File: config.mk
export PLATFORM = sky130hd
export DESIGN_NAME = huff_enc_sequencer
export DESIGN_NICKNAME = d
export VERILOG_FILES = /design/src/rtl/huff_enc_sequencer.sv
export SDC_FILE = /design/constraint.sdc
export NUM_CORES = 1
export LEC_CHECK = 0
export CORE_ASPECT_RATIO = 1.4
export CORE_MARGIN = 5
export CORE_UTILIZATION = 45
export DETAILED_ROUTE_END_ITERATION = 10
export DONT_BUFFER_PORTS = 1
export PLACE_DENSITY = 0.69
export SLEW_MARGIN = 20
export SYNTH_ARGS = -nofsm -noshare
export SYNTH_HDL_FRONTEND = slang
export SYNTH_SLANG_ARGS = --single-unit
File: constraint.sdc
create_clock -name clk -period 5.3 [get_ports clk]
set_input_delay 1.59 -clock clk [delete_from_list [all_inputs] [get_ports clk]]
set_output_delay 1.59 -clock clk [all_outputs]
set_load 0.02 [all_outputs]
File: src/rtl/huff_enc_sequencer.sv
// Job-level sequencer for the huff_encoder core: loads a 3-symbol job onto io_in,
// gathers the six io_out beats and hands back the packed result, with a stall timeout.
module huff_enc_sequencer #(
   parameter int TIMEOUT_CYCLES = 64,
   parameter int NUM_BEATS      = 6
) (
   input  logic        clk,
   input  logic        reset,
   input  logic        job_valid,
   output logic        job_ready,
   input  logic [23:0] job_chars,
   input  logic [8:0]  job_freqs,
   output logic [11:0] enc_io_in,
   input  logic [11:0] enc_io_out,
   output logic        res_valid,
   input  logic        res_ready,
   output logic [47:0] res_data,
   output logic        res_err,
   output logic        busy
);

   localparam logic [8:0] TMO_LIM   = 9'(TIMEOUT_CYCLES);
   localparam logic [2:0] LAST_BEAT = 3'(NUM_BEATS - 1);

   typedef enum logic [1:0] {S_IDLE, S_LOAD, S_WAIT, S_DONE} state_t;

   state_t          r_state, w_state_nx;
   logic [23:0]     r_chars;
   logic [8:0]      r_freqs;
   logic [1:0]      r_sym_idx, w_sym_idx_nx;
   logic [2:0]      r_beat_cnt;
   logic [7:0]      r_tmo;
   logic [0:5][7:0] r_beats;
   logic [11:0]     r_io_in, w_io_in_nx;
   logic            r_res_err, r_res_valid, r_job_ready, r_busy;

   logic            w_accept, w_active, w_beat, w_last_beat, w_tmo_hit;
   logic [23:0]     w_src_chars;
   logic [8:0]      w_src_freqs;

   assign w_accept    = (r_state == S_IDLE) && job_valid;
   assign w_active    = (r_state == S_LOAD) || (r_state == S_WAIT);
   assign w_beat      = w_active && enc_io_out[8] && (r_beat_cnt <= LAST_BEAT);
   assign w_last_beat = w_beat && (r_beat_cnt == LAST_BEAT);
   // Trip on the edge where the count would reach the limit, so DONE lands
   // exactly TIMEOUT_CYCLES edges after the last captured beat.
   assign w_tmo_hit   = w_active && !w_beat && (({1'b0, r_tmo} + 9'd1) == TMO_LIM);

   // On the accept edge the first symbol comes straight from the job inputs.
   assign w_src_chars = (r_state == S_IDLE) ? job_chars : r_chars;
   assign w_src_freqs = (r_state == S_IDLE) ? job_freqs : r_freqs;

   always_ff @(posedge clk or posedge reset) begin
      if (reset) r_state <= S_IDLE;
      else       r_state <= w_state_nx;
   end

   always_comb begin
      w_state_nx   = r_state;
      w_sym_idx_nx = r_sym_idx;
      w_io_in_nx   = 12'h000;
      case (r_state)
         S_IDLE: begin
            if (job_valid) begin
               w_state_nx   = S_LOAD;
               w_sym_idx_nx = 2'd0;
            end
         end
         S_LOAD: begin
            if (w_last_beat || w_tmo_hit) w_state_nx = S_DONE;
            else if (r_sym_idx == 2'd2)   w_state_nx = S_WAIT;
            else                          w_sym_idx_nx = r_sym_idx + 2'd1;
         end
         S_WAIT: begin
            if (w_last_beat || w_tmo_hit) w_state_nx = S_DONE;
         end
         S_DONE: begin
            if (res_ready) w_state_nx = S_IDLE;
         end
         default: w_state_nx = S_IDLE;
      endcase
      if (w_state_nx == S_LOAD) begin
         case (w_sym_idx_nx)
            2'd0:    w_io_in_nx = {1'b1, w_src_freqs[8:6], w_src_chars[23:16]};
            2'd1:    w_io_in_nx = {1'b1, w_src_freqs[5:3], w_src_chars[15:8]};
            default: w_io_in_nx = {1'b1, w_src_freqs[2:0], w_src_chars[7:0]};
         endcase
      end
   end

   always_ff @(posedge clk or posedge reset) begin
      if (reset) begin
         r_chars     <= '0;
         r_freqs     <= '0;
         r_sym_idx   <= '0;
         r_beat_cnt  <= '0;
         r_tmo       <= '0;
         r_beats     <= '0;
         r_io_in     <= '0;
         r_res_err   <= 1'b0;
         r_res_valid <= 1'b0;
         r_job_ready <= 1'b1;
         r_busy      <= 1'b0;
      end else begin
         r_sym_idx   <= w_sym_idx_nx;
         r_io_in     <= w_io_in_nx;
         r_job_ready <= (w_state_nx == S_IDLE);
         r_busy      <= (w_state_nx != S_IDLE);
         r_res_valid <= (w_state_nx == S_DONE);
         if (w_accept) begin
            r_chars    <= job_chars;
            r_freqs    <= job_freqs;
            r_beat_cnt <= '0;
            r_tmo      <= '0;
            r_beats    <= '0;
            r_res_err  <= 1'b0;
         end else if (w_beat) begin
            r_beats[r_beat_cnt] <= enc_io_out[7:0];
            r_beat_cnt          <= r_beat_cnt + 3'd1;
            r_tmo               <= '0;
         end else if (w_active) begin
            r_tmo <= r_tmo + 8'd1;
         end
         if (w_active && (w_state_nx == S_DONE))
            r_res_err <= !w_last_beat;
      end
   end

   assign job_ready = r_job_ready;
   assign enc_io_in = r_io_in;
   assign res_valid = r_res_valid;
   assign res_data  = r_beats;
   assign res_err   = r_res_err;
   assign busy      = r_busy;

endmodule

==> summary.txt <==
Cells and area
  – FILL cells: approximately 1100
  – Final core occ: 0.490
  – Synthesis-to-layout area growth: 7.34%
  – Final nets: approximately 510
  – Most frequent cells in the layout: dfrtp_1, nor2_1, mux2i_1, mux2_2, a211oi_1
  – # diodes: 0
  – Share of cells above drive strength 1: 0.152
  – Post-route insts no fill: approximately 600
  – Most common cell after layout, fill and taps aside: dfrtp_1

STA
  – Final setup vio count: 0
  – Fin. Hold Viols: 0
  – Max_slew headroom: 0.328
  – Min Tclk post-route: approximately 3.5 ns
  – Worst Skew: roughly 0.0084 ns
  – Slew Viols, Final: 0
  – Period utilization: 0.667
  – Maximum clock rate: 283 MHz
  – Post-Route Setup TNS: 0 ns
  – Least-Margin Pin Slew: approximately 1.0 ns
  – RSZ-0062 raised after global routing: no
  – PnR worst setup slack: around 1.8 ns

Logic synthesis
  – Synth area leaders: dfrtp_1, mux2i_1, mux2_2, nor2_1, a211oi_1
  – Mean post-synth cell area: around 12 µm²
  – Seq/Total Area, Yosys: 0.522
  – Synthesized netlist net count: 523
  – Mapped Area: between 0.005 and 0.006 mm²
  – Synth area leader: dfrtp_1
  – Ys flop type: dfrtp_1
  – EDFF count, synth: 0
  – Share of the synthesized area in the top cell type: 0.517
  – Mapped Cells: approximately 460
  – Count of cell types in the netlist: 55
  – Share of flip-flops with an asynchronous set or reset: 1.00
  – Synthesized flop and latch total: 112
  – Syn. warnings: 0

Placement
  – Setup WS pre-CTS: about 1.4 ns
  – GP Congestion: 0.797
  – Port Buffers: 0
  – Placed Instances: roughly 590
  – Detail Placement HPWL: around 8500 µm

Route
  – Routed Antenna Nets: 0
  – Initial DRT Pass Iterations: 4
  – Total wire length: around 12000 µm
  – Via count: 3502
  – DRC violations left: 0
  – Vias per std cell: 5.83
  – DR WL/cell: around 20 µm
  – Drt first-iter violations: 95

Floorplan
  – Die ar.: between 0.01 and 0.015 mm²
  – Rows: 47
  – Core Area: 0.0118 mm²
  – Io pins: around 110
  – Die H: about 140 µm
  – Initial core utilization: 0.456
  – Die Wd: 102 µm

Outcome
  – Status: finished clean

Global routing
  – Global-route wire length before repair: 19500 µm
  – Antenna violations before repair: 0
  – Pin count of the biggest net entering global routing: 90
  – Vias in the first global route: around 3700
  – GRT overflow: 0
  – Overall global routing resource usage: 0.173

CTS
  – Number of gates resized after cts: 0
  – CTS sink cnt: ~110
  – CTS H-tree depth: 3
  – Clock transition at path regs: about 0.07 ns
  – TritonCTS buffer count: 9
  – Clock Path Buffers: 2
  – # hold bufs at CTS: 0
  – Worst skew pair latency: between 0.3 and 0.4 ns
  – CTS Root Buffer Type: clkbuf_16
  – CTS tree: built
  – Post-CTS setup buffers: 0

Worst hold path
  – Worst hold path startpoint: r_chars[22]
  – Hold Path Class: reg2reg
  – Hold path depth: 1
  – Hold EP: r_chars[22]

Critical path
  – Critical path class: in2reg
  – Type of origin of the critical path: input pin
  – R2r endpoint: enc_io_in[2]
  – Worst Path Max Fanout: 11
  – FF-to-FF setup slack: 1.84 ns
  – WP data arrival: ~3.7 ns
  – Reg-to-Reg Start: r_state[0]
  – Worst setup EP type: flip-flop
  – Worst Path Required: roughly 5.5 ns
  – R2R depth: 8

Flow run
  – Max cap viols: 0

Power and ir drop
  – Leakage: ~0.0027 µW
  – Clock share of power: 0.193
  – Comb pwr share: 0.365
  – Pint: 2080 µW
  – Final Power: around 3500 µW
  – Worst vdd ir: 0.242 mV
  – Pwr Density: 611 mW/mm²
  – Sw Ratio: 0.410
  – P_sw: 1440 µW
  – Power share of the sequential group: 0.443
through the flow:
stage | hold WS [ns] | instance area, µm²
finish | 0.502 | 5760
global route | 0.511 | 5760
CTS | 0.503 | 5760
detailed placement | 0.487 | 5460
global placement | 0.481 | 5450
floorplan | 0.472 | 5370
metal layers:
layer  part of all wire  track usage  routed length (µm)
met4              0.013       0.0484                 159
met3              0.097       0.0686                1140
met1               0.38        0.207                4490
met2               0.51        0.286                6010
met5                  0            0                   0
power by group through the flow:
stage,Combinational (µW),Sequential [µW],Clock (µW)
after CTS,1300,1570,700
after floorplan,1130,1480,0
after global routing,1440,1600,735
after global placement,1240,1560,0
final,1280,1560,678
after detailed placement,1300,1580,0
synthesized netlist by cell type, types with 3 or more instances:
library cell and n:
dfrtp_1 111, nor2_1 65, mux2i_1 62, mux2_2 31, a211oi_1 22, and3_1 21, clkbuf_1 17, inv_1 13
nand2_1 13, ha_1 10, a2111oi_1 8, nand3_1 7, nand4_1 7, buf_2 6, xnor2_1 5, xor2_1 5
a21oi_1 4, a2111oi_2 3, and2_1 3, buf_1 3, buf_6 3, nor3_1 3, o21ai_0 3
state kept, by name (all words and copies together), names as in the netlist:
register	count
r_chars	24
res_err	1
enc_io_in	12
res_data	48
busy	1
r_freqs	9
res_valid	1
r_state	2
job_ready	1
r_sym_idx	2
r_tmo	8
r_beat_cnt	3
worst max path at each step:
| stage | start | endpoint | cells past startpoint |
|---|---|---|---|
| floorplan | reset | busy | 1 |
| global placement | enc_io_out[8] | enc_io_in[7] | 6 |
| detailed placement | enc_io_out[8] | enc_io_in[2] | 6 |
| CTS | enc_io_out[8] | enc_io_in[2] | 6 |
| global route | r_state[0] | enc_io_in[2] | 9 |
| finish | enc_io_out[8] | enc_io_in[2] | 6 |
cell families (layout without fill, tap and decap cells):
kind of cell             count (synthesis)  after routing  synth area share
AO/OA/AOI/OAI                           56             56            0.0893
adder cells (fa/ha/maj)                 10             10            0.0233
flip-flops                             112            112             0.522
AND/OR/NAND/NOR                        138            138             0.130
buffers and inverters                   45             35            0.0380
multiplexers                            93             93             0.181
XOR/XNOR                                10             10            0.0163
area by class of cell:
cell class | instances | area, µm² | share of cell area
sequential | 112 | 2800 | 0.487
multi-input combinational | 307 | 2380 | 0.413
clock buffer | 9 | 225 | 0.0391
tap | 147 | 184 | 0.0319
clock inverter | 7 | 77.6 | 0.0135
inverter | 14 | 57.6 | 0.00999
timing repair buffer | 5 | 37.5 | 0.00651
critical path, stage by stage:
cell and delay, ns:
o311a_1 0.40, o21ai_0 0.19, and4b_1 0.26, or4b_1 0.80
a211oi_1 0.41, a2111oi_2 0.08
No activity file was read; power rests on OpenSTA's default activity.
